`src/rtl/sprite_motion_ctrl_pkg.sv`:
```
// sprite_motion_ctrl_pkg: shared key indices, direction/state enums and key decoding for sprite motion
package sprite_motion_ctrl_pkg;
  localparam int KEY_UP = 0;
  localparam int KEY_LEFT = 1;
  localparam int KEY_DOWN = 2;
  localparam int KEY_RIGHT = 3;
  typedef enum logic [1:0] {NONE, NEG, POS} dir_t;
  typedef enum logic [1:0] {IDLE, ACCEL, CRUISE} axis_state_t;
  // Exactly one key of a pair selects a direction; none or both cancel out.
  function automatic dir_t key_dir(input logic neg, input logic pos);
    return (neg ^ pos) ? (neg ? NEG : POS) : NONE;
  endfunction
endpackage

```
`src/rtl/motion_axis.sv`:
```
// motion_axis: one accelerating, bound-clamped position axis stepped on motion ticks
import sprite_motion_ctrl_pkg::*;
module motion_axis #(
  parameter int POS_W = 10,
  parameter int MIN = 0,
  parameter int MAX = 639,
  parameter int INIT = 200,
  parameter int MAX_SPEED = 4,
  parameter int ACCEL_TICKS = 8
) (
  input  logic             clk,
  input  logic             rst,
  input  logic             tick,
  input  logic             key_neg,
  input  logic             key_pos,
  output logic [POS_W-1:0] pos,
  output logic             inc_pulse,
  output logic             dec_pulse,
  output logic             active,
  output logic             at_edge
);
  localparam int SW = $clog2(MAX_SPEED + 1);
  localparam int AW = $clog2(ACCEL_TICKS + 1);
  localparam int EW = POS_W + 2;
  localparam logic [SW-1:0] SMAX = SW'(MAX_SPEED);
  localparam logic [SW-1:0] SONE = SW'(1);
  localparam logic [AW-1:0] ALAST = AW'(ACCEL_TICKS - 1);
  // The entry/reversal tick already counts as one tick spent at speed 1.
  localparam logic [AW-1:0] AENTRY = AW'(ACCEL_TICKS > 1 ? 1 : 0);
  localparam logic [EW-1:0] LO = EW'(MIN);
  localparam logic [EW-1:0] HI = EW'(MAX);
  localparam axis_state_t ENTRY = (MAX_SPEED == 1) ? CRUISE : ACCEL;
  if (INIT < MIN || INIT > MAX || MIN > MAX || MAX_SPEED < 1 || ACCEL_TICKS < 1) begin : g_param_check
    $error("motion_axis: INIT outside [MIN,MAX] or bad speed parameters");
  end
  axis_state_t state, state_n;
  dir_t dir, cur_dir;
  logic [SW-1:0] speed, speed_n, step;
  logic [AW-1:0] acc, acc_n;
  logic [EW-1:0] sum;
  logic [POS_W-1:0] pos_n;
  // Next speed/state from the key pair, then a two-bit-wider signed-safe step clamped to the bounds.
  always_comb begin
    dir = key_dir(key_neg, key_pos);
    state_n = state;
    speed_n = speed;
    acc_n = acc;
    step = '0;
    if (dir == NONE) begin
      state_n = IDLE;
      speed_n = '0;
      acc_n = '0;
    end else if (state == IDLE || dir != cur_dir) begin
      step = SONE;
      speed_n = SONE;
      acc_n = AENTRY;
      state_n = ENTRY;
    end else if (state == CRUISE) begin
      step = SMAX;
    end else begin
      step = speed;
      acc_n = (acc == ALAST) ? '0 : acc + 1'b1;
      speed_n = (acc == ALAST) ? speed + 1'b1 : speed;
      state_n = (acc == ALAST && speed + 1'b1 == SMAX) ? CRUISE : ACCEL;
    end
    sum = (dir == POS) ? {2'b00, pos} + EW'(step) : {2'b00, pos} - EW'(step);
    pos_n = (sum[EW-1] || sum < LO) ? POS_W'(MIN) : (sum > HI) ? POS_W'(MAX) : sum[POS_W-1:0];
  end
  // Axis state advances only on ticks; pulses flag an actual position change for one cycle.
  always_ff @(posedge clk) begin
    if (rst) begin
      pos <= POS_W'(INIT);
      state <= IDLE;
      cur_dir <= NONE;
      speed <= '0;
      acc <= '0;
      inc_pulse <= 1'b0;
      dec_pulse <= 1'b0;
    end else begin
      inc_pulse <= tick && pos_n > pos;
      dec_pulse <= tick && pos_n < pos;
      if (tick) begin
        pos <= pos_n;
        state <= state_n;
        cur_dir <= dir;
        speed <= speed_n;
        acc <= acc_n;
      end
    end
  end
  assign active = state != IDLE;
  assign at_edge = pos == POS_W'(MIN) || pos == POS_W'(MAX);
endmodule

```
`src/rtl/sprite_motion_ctrl.sv`:
```
// sprite_motion_ctrl: key-driven sprite X/Y motion with tick-rate stepping, acceleration and bounds
import sprite_motion_ctrl_pkg::*;
module sprite_motion_ctrl #(
  parameter int POS_W = 10,
  parameter int X_MIN = 0,
  parameter int X_MAX = 639,
  parameter int Y_MIN = 0,
  parameter int Y_MAX = 479,
  parameter int X_INIT = 200,
  parameter int Y_INIT = 200,
  parameter int TICK_DIV = 1666667,
  parameter int MAX_SPEED = 4,
  parameter int ACCEL_TICKS = 8
) (
  input  logic             clk,
  input  logic             rst,
  input  logic [4:0]       keys_pressed,
  output logic [POS_W-1:0] hpos,
  output logic [POS_W-1:0] vpos,
  output logic             shift_left,
  output logic             shift_right,
  output logic             moving,
  output logic [1:0]       at_edge
);
  localparam int CW = $clog2(TICK_DIV);
  localparam logic [CW-1:0] LAST = CW'(TICK_DIV - 1);
  if (TICK_DIV < 2) begin : g_div_check
    $error("sprite_motion_ctrl: TICK_DIV must be at least 2");
  end
  logic [CW-1:0] cnt;
  logic tick, x_active, y_active, unused_key, unused_y_inc, unused_y_dec;
  assign tick = cnt == LAST;
  assign unused_key = keys_pressed[4];
  // Free-running motion tick divider; reset restarts the phase.
  always_ff @(posedge clk) begin
    cnt <= (rst || tick) ? '0 : cnt + 1'b1;
  end
  motion_axis #(
    .POS_W(POS_W), .MIN(X_MIN), .MAX(X_MAX), .INIT(X_INIT),
    .MAX_SPEED(MAX_SPEED), .ACCEL_TICKS(ACCEL_TICKS)
  ) u_x (
    .clk(clk), .rst(rst), .tick(tick),
    .key_neg(keys_pressed[KEY_LEFT]), .key_pos(keys_pressed[KEY_RIGHT]),
    .pos(hpos), .inc_pulse(shift_right), .dec_pulse(shift_left),
    .active(x_active), .at_edge(at_edge[0])
  );
  motion_axis #(
    .POS_W(POS_W), .MIN(Y_MIN), .MAX(Y_MAX), .INIT(Y_INIT),
    .MAX_SPEED(MAX_SPEED), .ACCEL_TICKS(ACCEL_TICKS)
  ) u_y (
    .clk(clk), .rst(rst), .tick(tick),
    .key_neg(keys_pressed[KEY_UP]), .key_pos(keys_pressed[KEY_DOWN]),
    .pos(vpos), .inc_pulse(unused_y_inc), .dec_pulse(unused_y_dec),
    .active(y_active), .at_edge(at_edge[1])
  );
  assign moving = x_active | y_active;
endmodule

```
`config.mk`:
```
export PLATFORM = sky130hd
export DESIGN_NAME = sprite_motion_ctrl
export DESIGN_NICKNAME = d
export VERILOG_FILES = /design/src/rtl/sprite_motion_ctrl_pkg.sv /design/src/rtl/motion_axis.sv /design/src/rtl/sprite_motion_ctrl.sv
export SDC_FILE = /design/constraint.sdc
export NUM_CORES = 1
export LEC_CHECK = 0
export ABC_AREA = 1
export BUFFER_PORTS_ARGS = -buffer_cell sky130_fd_sc_hd__buf_2
export CORE_MARGIN = 3
export CORE_UTILIZATION = 40
export CTS_CLUSTER_DIAMETER = 40
export DETAILED_ROUTE_END_ITERATION = 8
export PLACE_DENSITY_LB_ADDON = 0.15
export SLEW_MARGIN = 25
export SYNTH_ARGS = -nofsm -noshare
export SYNTH_HDL_FRONTEND = slang
export SYNTH_SLANG_ARGS = --single-unit
```
`constraint.sdc`:
```
create_clock -name clk -period 7 [get_ports clk]
set_clock_uncertainty 0.1 [all_clocks]
set_input_delay 0.35 -clock clk [delete_from_list [all_inputs] [get_ports clk]]
set_output_delay 0.35 -clock clk [all_outputs]
set_load 0.005 [all_outputs]
```
# --- Word level (Yosys, flattened, before mapping) ---
# Cells that the tools add are included.
op_classes:
  reduce_logical: 25
  n_mux: 40
  bitwise: 3
  eq_ne: 15
  order_cmp: 6
  n_addsub: 9
op_table:
  columns: ["operator", "n"]
  rows:
  - ["3-bit two-way mux", 14]
  - ["10-bit two-way mux", 4]
  - ["4-bit two-way mux", 8]
  - ["12-bit by 1-bit < comparator with 1-bit output (second input constant)", 2]
  - ["12-bit two-way mux", 2]
  - ["2-bit two-way mux", 12]
  - ["10-bit by 3-bit adder with 11-bit output", 2]
  - ["10-bit by 3-bit subtractor with 11-bit output", 2]
  - ["21-bit by 1-bit adder with 21-bit output (second input constant)", 1]
  - ["21-bit == test (second input constant)", 1]
  - ["10-bit zero test", 2]
  - ["12-bit by 10-bit > comparator with 1-bit output (second input constant)", 1]
  - ["12-bit by 9-bit > comparator with 1-bit output (second input constant)", 1]
  - ["10-bit == test (second input constant)", 1]
  - ["10-bit by 9-bit == test with 1-bit output (second input constant)", 1]
  - ["10-bit > comparator", 1]
  - ["10-bit < comparator", 1]
  - ["4-bit by 1-bit adder with 4-bit output (second input constant)", 2]
  - ["2-bit == test (second input constant)", 4]
  - ["4-bit by 3-bit == test with 1-bit output (second input constant)", 2]
  - ["2-bit zero test", 4]
  - ["1-bit logical OR", 7]
  - ["3-bit by 1-bit adder with 3-bit output (second input constant)", 2]
  - ["3-bit == test (second input constant)", 2]
  - ["9 further kinds", 19]
word_totals:
  inputBits: 7
  reg_bits: 65
  out_inout_bits: 25
  wordCells: 111

# --- Logic depth before layout (Yosys ltp) ---
# Gate-level depths: netlist (run 1).
logic_depth:
  ltp_word: 13
  depth_mapped: 30
  depth_no_buf: 30

# --- By module ---
# Synthesis (run 1) repeated with hierarchy kept, for this count alone.
hier_totals:
  cells_unflattened: 795
  hier_area_um2: 5401.4
modules_own_cells:
  columns: ["module", "area_each_um2", "n_inst", "cells_each"]
  rows:
  - ["motion_axis (u_x)", 2168.3, 1, 320]
  - ["motion_axis (u_y)", 2107.0, 1, 307]
  - ["sprite_motion_ctrl", 1126.1, 1, 168]

# --- Worst setup path before layout (run 1) ---
# Ideal clock, no wire load.
synth_timing:
  path_type: "input-to-reg"
  startpoint: "input keys_pressed[1]"
  endpoint: "register u_x.inc_pulse"
  cell_stages: 29
  t_arrival_ns: 3.437
  path_buffers: 1
  slack_ns: 3.377
  setup_ns: 0.086
  path_cell_list: "inv_1 -> ha_1 -> buf_2 -> xnor2_1 -> nand2_1 -> inv_1 -> a21oi_1 -> ha_1 -> inv_1 -> fa_1 -> nand2_1 -> nand2_1 -> nor2_1 -> nand2_1 -> nand2_1 -> nand2_1 -> nand2_1 -> nand3_1 -> nand2_2 -> nand3_1 -> nand2_1 -> inv_1 -> ha_1 -> nand2_1 -> o21ai_0 -> nand2_1 -> o211ai_1 -> nor2_1 -> a211oi_1"
synth_via:
  elab_chain_len: 13
synth_lines:
  columns: ["element", "line_no", "text"]
  rows:
  - ["start: declaration", "sprite_motion_ctrl.sv:17", "input logic [4:0] keys_pressed,"]
  - ["2-bit two-way mux or 1-bit XOR (tied branches)", "sprite_motion_ctrl_pkg.sv:11", "return (neg ^ pos) ? (neg ? NEG : POS) : NONE;"]
  - ["2-bit two-way mux *", "sprite_motion_ctrl_pkg.sv:11", null]
  - ["via u_x.dir[1]", "motion_axis.sv:37", "dir_t dir, cur_dir;"]
  - ["2-bit inequality test", "motion_axis.sv:53", "end else if (state == IDLE || dir != cur_dir) begin"]
  - ["1-bit logical OR", "motion_axis.sv:53", null]
  - ["3-bit two-way mux", "motion_axis.sv:53", null]
  - ["3-bit two-way mux", "motion_axis.sv:49", "if (dir == NONE) begin"]
  - ["10-bit by 3-bit subtractor with 11-bit output or 10-bit by 3-bit adder with 11-bit output (tied branches)", "motion_axis.sv:66", "sum = (dir == POS) ? {2'b00, pos} + EW'(step) : {2'b00, pos} - EW'(step);"]
  - ["12-bit two-way mux *", "motion_axis.sv:66", null]
  - ["12-bit by 10-bit > comparator with 1-bit output or 12-bit by 1-bit < comparator with 1-bit output (tied branches)", "motion_axis.sv:67", "pos_n = (sum[EW-1] || sum < LO) ? POS_W'(MIN) : (sum > HI) ? POS_W'(MAX) : sum[POS_W-1:0];"]
  - ["10-bit two-way mux or 1-bit logical OR (tied branches)", "motion_axis.sv:67", null]
  - ["10-bit two-way mux *", "motion_axis.sv:67", null]
  - ["via u_x.pos_n[5]", "motion_axis.sv:41", "logic [POS_W-1:0] pos_n;"]
  - ["10-bit > comparator *", "motion_axis.sv:80", "inc_pulse <= tick && pos_n > pos;"]
  - ["1-bit logical AND *", "motion_axis.sv:80", null]
  - ["end signal: assignment", "motion_axis.sv:80", null]
  - ["end: declaration", "motion_axis.sv:17", "output logic inc_pulse,"]
# The timed path passes the listed nets; every way through them passes the cells marked *.
# A chain may end at the register's enable or synchronous reset.

# --- Worst setup path in the final report (run 1) ---
# Same ends and word-level chain as after synthesis.

==> impl_metrics.env, run 1 <==
export IMPL_critPathTopFamily="simple AND/OR/NAND/NOR gates"
export IMPL_vdd_drop_max_uv=126
export IMPL_overflow=0
export IMPL_avgSynthCellArea_um2=6.52
export IMPL_routed_via_density=5.14
export IMPL_slew_headroom_pct=57.4
export IMPL_powerDensity_mw_per_mm2=169
export IMPL_hpwl_mm=8.71
export IMPL_finalSetupViolations=0
export IMPL_final_cells=892
export IMPL_cp_slowest_cell="ha_1"
export IMPL_syn_area_mm2=0.00471
export IMPL_p_leak_nw=2.46
export IMPL_drt_total_wl_mm=11.6
export IMPL_synth_most_common_cell="nand2_1"
export IMPL_grt_max_degree=28
export IMPL_p_int_mw=0.677
export IMPL_num_nets_final=792
export IMPL_arrival_ns=4.70
export IMPL_grt_pass1_vias=4347
export IMPL_tns_ns=0
export IMPL_firstDrtPassIters=4
export IMPL_io_pins=32
export IMPL_max_stage_delay_ns=0.56
export IMPL_synthArstFlopShare_pct=0
export IMPL_synthesis_nets=767
export IMPL_post_cts_buffers=0
export IMPL_yosys_top_cells_count="170 x nand2_1, 105 x inv_1, 72 x nor2_1, 69 x nand3_1, 65 x dfxtp_1"
export IMPL_crit_path_start_kind="input port"
export IMPL_maxSlewViolCount=0
export IMPL_synth_enable_flop_cells=0
export IMPL_drive_gt1_share_pct=9.31
export IMPL_yosys_warnings=0
export IMPL_status="complete, no violations"
export IMPL_fp_row_count=38
export IMPL_cap_violations=0
export IMPL_clk_latency_ns=0.32
export IMPL_synth_area_leaders="dfxtp_1 28%, nand2_1 14%, ha_1 9.0%"
export IMPL_cts_tree="yes"
export IMPL_syn_inst=722
export IMPL_p_seq_share_pct=42.0
export IMPL_vias=4587
export IMPL_clock_sinks=65
export IMPL_timing_final_crit_share_pct=65.4
export IMPL_antenna_cells=0
export IMPL_crit_path_end_kind="flip-flop"
export IMPL_ant_nets=0
export IMPL_root_buffer="clkbuf_16"
export IMPL_die_h_um=114
export IMPL_cpMostUsedCell="inv_1"
export IMPL_place_gp_congestion=0.913
export IMPL_required_ns=7.12
export IMPL_sw_frac_of_total_pct=23.9
export IMPL_crit_type="in2reg"
export IMPL_ys_seq_area_share_pct=27.7
export IMPL_post_place_cells=876
export IMPL_fin_crit_ns=4.58
export IMPL_clockPowerShare_pct=51.6
export IMPL_grt_usage_pct=18.7
export IMPL_drc=0
export IMPL_clk_pin_slew_worst_paths_ns=0.06
export IMPL_dpl_cell_area_mm2=0.00495
export IMPL_start_util_pct=42.1
export IMPL_h_tree_depth=3
export IMPL_post_route_cell_area_mm2=0.00525
export IMPL_hold_buffers=0
export IMPL_hold_violations=0
export IMPL_rsz0062_at_grt="false"
export IMPL_cts_made_buffers=9
export IMPL_die_x_um=114
export IMPL_drt_iter0_drc=275
export IMPL_critPathMaxFanout=16
export IMPL_p_comb_share_pct=6.5
export IMPL_synth_main_ff_cell="dfxtp_1"
export IMPL_synth_seq_cells=65
export IMPL_yosysTopAreaCellShare_pct=27.7
export IMPL_worstHoldPathType="in2reg"
export IMPL_tightest_slew_ns=0.640
export IMPL_clockBufferDepth=2
export IMPL_io_buffers=30
export IMPL_core_area_mm2=0.0112
export IMPL_grt_pass1_wl_mm=20.3
export IMPL_grt_antenna_before_repair=0
export IMPL_syn2layout_area_growth_pct=11.6
export IMPL_fmax_ghz=0.218
export IMPL_die_area_mm2=0.0131
export IMPL_yosysTopAreaCell="dfxtp_1"
export IMPL_cp_num_buf_inv=7
export IMPL_cts_resized=0
export IMPL_synth_distinct_cells=40
export IMPL_power_total_mw=0.890
export IMPL_routedWlPerCell_um=13.0
export IMPL_switching_power_mw=0.213
-- layout make-up --
class | instances | area [um2]
fillers | 1153 | 5920
multi-input cells | 532 | 2910
flip-flops and latches | 65 | 1300
inverters | 109 | 412
clock buffers | 10 | 239
well taps | 140 | 175
repair buffers | 30 | 150
clock inverters | 6 | 66.3
-- worst paths after layout --
| path | startpoint | end | slack (ns) | depth (start not counted) |
|---|---|---|---|---|
| max | keys_pressed[1] | u_x.inc_pulse | 2.42 | 25 |
| min | rst | u_x.speed[0] | 0.35 | 2 |
| max reg2reg | u_x.state[1] | u_x.inc_pulse | 2.79 | 23 |
| min reg2reg | u_x.acc[2] | u_x.acc[2] | 0.38 | 2 |
-- per-stage QoR --
step	setup slack (ns)	utilization [%]	hold slack [ns]
final	2.42	47.0	0.348
after global routing	1.90	47.0	0.367
after CTS	2.42	47.0	0.346
after detailed placement	2.09	44.3	0.372
after global placement	2.14	44.3	0.363
after floorplan	3.38	-	0.348
-- layout by cell type (no fill, tap or decap), types with 2 or more instances in the layout --
master      synthesis  layout
o21a_1              2       2
o22ai_1             5       5
nor4_1              4       4
o21ai_0            35      35
nand3_4             2       2
or2_0               3       3
clkbuf_16           0       9
a211oi_1            2       2
clkinvlp_4          0       3
inv_1             105     105
o31ai_1             4       4
nand2_2             4       4
nand4_1            27      27
buf_2               5      30
nand2_1           170     170
nand3_1            69      69
nor2_2              5       5
inv_2               3       3
nor3_2              2       2
ha_1               34      34
a21oi_1            40      40
nor2_4              3       3
xor2_1             15      15
fa_1                4       4
nor2_1             72      72
dfxtp_1            65      65
xnor2_1             3       3
nor3_1             17      17
-- state kept, by name, summed over array words and instances, names as in the netlist --
name           flops
u_x.inc_pulse      1
u_y.state          2
u_x.cur_dir        2
u_y.pos           10
u_x.pos           10
u_x.acc            4
u_y.cur_dir        2
cnt               21
u_y.speed          3
u_y.acc            4
u_x.state          2
u_x.speed          3
u_x.dec_pulse      1
-- per-layer routing --
layer | GRT usage (%) | up-vias | routed length (um)
met5 | 0 | - | 0
met4 | 4.43 | 0 | 137
met3 | 2.96 | 13 | 448
met2 | 29.3 | 70 | 5140
met1 | 26.8 | 2103 | 5900
li1 | - | 2401 | -
-- power groups by stage --
stage          combinational, mW  clock, mW  sequential, mW
2_1_floorplan             0.0443          0           0.381
3_3_place_gp              0.0571          0           0.382
3_5_place_dp              0.0575          0           0.382
4_1_cts                   0.0580      0.471           0.373
5_1_grt                   0.0670      0.489           0.373
6_report                  0.0576      0.459           0.373
-- worst reg2reg max path, delay by kind of cell (launching register included) --
family	cells	cell delay, ns
and+or+nand+nor	12	1.79
adders and majority gates	3	0.89
buffers and inverters	5	0.50
DFF	1	0.32
AOI/OAI and AO/OA	3	0.50
-- logic make-up (layout without fill, tap and decap cells) --
family	after synthesis	count (layout)	synth area share [%]
buffers and inverters	125	155	10.5
AOI/OAI and AO/OA	93	93	10.8
xor gates and xnor gates	18	18	3.35
DFF	65	65	27.7
adders and majority gates	38	38	10.7
and+or+nand+nor	383	383	37.0
Power figures use the tool's default switching activity.
==> run 2, diff against run 1 <==
ABC_AREA = 0   (was 1)
clock period = 3.75 ns   (was 7 ns; I/O delays follow)
==> run 2 against run 1 <==
The flow now finishes with violations (setup timing). Clock-buffer cell count decreased by 1. Die area decreased by 4.8%. Sequential share of layout area decreased by 1.2 points. Sequential power increased by 86%. Highest routed layer unchanged.
==> impl_metrics.env, run 2 <==
export IMPL_synth_main_ff_cell="dfxtp_1"
export IMPL_synthArstFlopShare_pct=0
export IMPL_clockBufferDepth=2
export IMPL_clk_latency_ns=0.35
export IMPL_worstRegToRegCells=18
export IMPL_cts_made_buffers=9
export IMPL_yosysTopAreaCellShare_pct=29.1
export IMPL_tns_ns=-0.437
export IMPL_power_total_mw=1.38
export IMPL_timing_rr_end="u_x.inc_pulse"
export IMPL_grt_pass1_vias=4176
export IMPL_routedWlPerCell_um=15.2
export IMPL_syn_inst=571
export IMPL_tightest_slew_ns=0.792
export IMPL_drt_total_wl_mm=12.0
export IMPL_firstDrtPassIters=4
export IMPL_ant_nets=0
export IMPL_synthesis_nets=616
export IMPL_grt_max_degree=40
export IMPL_switching_power_mw=0.389
export IMPL_die_h_um=112
export IMPL_grt_busiest_layer="met2"
export IMPL_global_route_usage_met3_pct=3.80
export IMPL_cts_tree="yes"
export IMPL_regMostFlops="cnt"
export IMPL_core_area_mm2=0.0106
export IMPL_critPathMaxFanout=3
export IMPL_io_pins=32
export IMPL_synth_most_common_cell="nor2_1"
export IMPL_slew_headroom_pct=47.0
export IMPL_crit_path_end_kind="flip-flop"
export IMPL_avgSynthCellArea_um2=7.82
export IMPL_vias=4316
export IMPL_violations="setup timing"
export IMPL_p_comb_share_pct=8.4
export IMPL_rsz0062_at_grt="true"
export IMPL_start_util_pct=42.1
export IMPL_synth_distinct_cells=65
export IMPL_antenna_cells=0
export IMPL_cap_violations=0
export IMPL_yosys_top_cells_count="68 x nor2_1, 65 x dfxtp_1, 53 x nand2_1, 45 x a21oi_1, 34 x ha_1"
export IMPL_largest_register_ffs=21
export IMPL_clk_pin_slew_worst_paths_ns=0.08
export IMPL_root_buffer="clkbuf_8"
export IMPL_r2r_slack_ns=-0.24
export IMPL_drt_iter0_drc=280
export IMPL_status="finished with violations"
export IMPL_overflow=0
export IMPL_timing_rr_start="u_x.cur_dir[0]"
export IMPL_hpwl_mm=8.84
export IMPL_drive_gt1_share_pct=24.0
export IMPL_required_ns=3.89
export IMPL_clockPowerShare_pct=41.2
export IMPL_post_place_ws_ns=-0.595
export IMPL_yosysTopAreaCell="dfxtp_1"
export IMPL_worstHoldPathType="in2reg"
export IMPL_powerDensity_mw_per_mm2=248
export IMPL_critical_path_startpoint="u_x.cur_dir[0]"
export IMPL_met2_usage_pct=32.9
export IMPL_clock_sinks=65
export IMPL_die_x_um=112
export IMPL_final_common_cell="nor2_1"
export IMPL_grt_usage_pct=19.3
export IMPL_p_int_mw=0.991
export IMPL_place_gp_congestion=0.858
export IMPL_reg_top3="cnt: 21 flops, u_x.pos: 10 flops, u_y.pos: 10 flops"
export IMPL_grt_met1_usage_pct=25.4
export IMPL_arrival_ns=4.13
export IMPL_hold_violations=0
export IMPL_crit_path_start_kind="flip-flop"
export IMPL_maxSlewViolCount=0
export IMPL_syn2layout_area_growth_pct=24.4
export IMPL_sw_frac_of_total_pct=28.2
export IMPL_drc=0
export IMPL_grt_pass1_wl_mm=20.1
export IMPL_timing_final_crit_share_pct=106
export IMPL_finalSetupViolations=2
export IMPL_final_cell_mix="67 x nor2_1, 61 x dfxtp_1, 61 x buf_4"
export IMPL_num_nets_final=697
export IMPL_ys_seq_area_share_pct=29.1
export IMPL_synth_seq_cells=65
export IMPL_grt_antenna_before_repair=0
export IMPL_die_area_mm2=0.0125
export IMPL_io_buffers=30
export IMPL_fp_row_count=37
export IMPL_syn_area_mm2=0.00447
export IMPL_min_delay_start="keys_pressed[3]"
export IMPL_fmax_ghz=0.251
export IMPL_crit_type="reg2reg"
export IMPL_cp_endpoint="u_x.inc_pulse"
export IMPL_fin_crit_ns=3.99
export IMPL_yosys_warnings=0
export IMPL_p_leak_nw=2.32
export IMPL_synth_enable_flop_cells=0
export IMPL_synth_area_leaders="dfxtp_1 29%, ha_1 9.5%, nor2_1 5.7%"
export IMPL_vdd_drop_max_uv=131
export IMPL_h_tree_depth=3
export IMPL_routed_via_density=5.44
export IMPL_layout_setup_ws_ns=-0.238
export IMPL_p_seq_share_pct=50.3
run 2: cell types whose count changed in the layout (fill, tap and decap cells not counted), moves of 9 or more:
cell       before  now
nand2_1       170   53
inv_1         105   24
buf_4           0   61
nand3_1        69   27
nand4_1        27    8
a21o_1          0   12
nand2b_1        0   12
xnor2_1         3   13
and3_1          0    9
clkbuf_16       9    0
run 2: area by class of cell:
cell class | instances | area [um2]
Clock buffer | 9 | 124
Timing Repair Buffer | 91 | 608
Inverter | 27 | 114
Sequential cell | 65 | 1310
Tap cell | 136 | 170
Clock inverter | 7 | 61.3
Fill cell | 1023 | 5040
Multi-Input combinational cell | 458 | 3170
run 2: stage by stage:
step,hold WS (ns),area [um2],util [%],std cells
final,0.226,5560,52.4,793
after global routing,0.230,5560,52.4,793
after CTS,0.202,5540,52.2,793
after detailed placement,0.359,5230,49.3,769
after global placement,0.351,5230,49.3,769
after floorplan,0.337,4620,-,571
run 2: worst min path at each step:
stage / cells after the start / to / slack, ns
finish: 5 / u_x.cur_dir[0] / 0.23
global route: 5 / u_x.cur_dir[0] / 0.23
CTS: 5 / u_x.cur_dir[0] / 0.20
detailed placement: 1 / cnt[0] / 0.36
global placement: 2 / u_y.cur_dir[0] / 0.35
floorplan: 1 / cnt[0] / 0.34
run 2: kinds of logic (layout without fill, tap and decap cells):
| family | after synthesis | after routing | synth area share (%) |
|---|---|---|---|
| simple gates | 253 | 253 | 29.4 |
| compound gates | 130 | 130 | 18.3 |
| flops | 65 | 65 | 29.1 |
| buf+inv | 48 | 134 | 4.45 |
| fa+ha+maj | 38 | 38 | 11.3 |
| xor+xnor | 34 | 34 | 6.67 |
| mux | 3 | 3 | 0.700 |
run 2: worst max-delay path: stages (launching register included):
cell and delay, ns:
dfxtp_4 0.38, xor2_4 0.21, nor3_4 0.06, a21oi_2 0.16, ha_2 0.22, inv_2 0.04, fa_2 0.34, a2111o_1 0.42
buf_4 0.15, buf_4 0.13, or3_1 0.32, o31ai_2 0.09, xnor2_1 0.15, a21oi_1 0.09, ha_2 0.18, a21o_1 0.15
a21o_1 0.15, a221o_1 0.32, o211a_1 0.20
run 2: power by group through the flow:
stage	registers, mW	clock network, mW	logic [mW]
after floorplan	0.711	0	0.0788
final	0.694	0.569	0.117
after detailed placement	0.712	0	0.111
after global placement	0.712	0	0.109
after CTS	0.695	0.588	0.116
after global routing	0.695	0.614	0.130
run 2: what timing repair did:
| item | in CTS | in global routing |
|---|---|---|
| setup buffers | 8 | 0 |
| hold buffers | 0 | 0 |
| setup endpoints to repair | 2 | 3 |
| gates cloned | 0 | 0 |
| pin swaps | 12 | 3 |
| gates resized for setup | 15 | 5 |
run 2: metal layers:
layer / vias up / wire length [um] / share of wire, %
met3: 9 / 410 / 3.4
met1: 2038 / 5740 / 48
met2: 69 / 5800 / 48
li1: 2200 / - / -
met5: - / 0 / 0
met4: 0 / 71 / 0.59
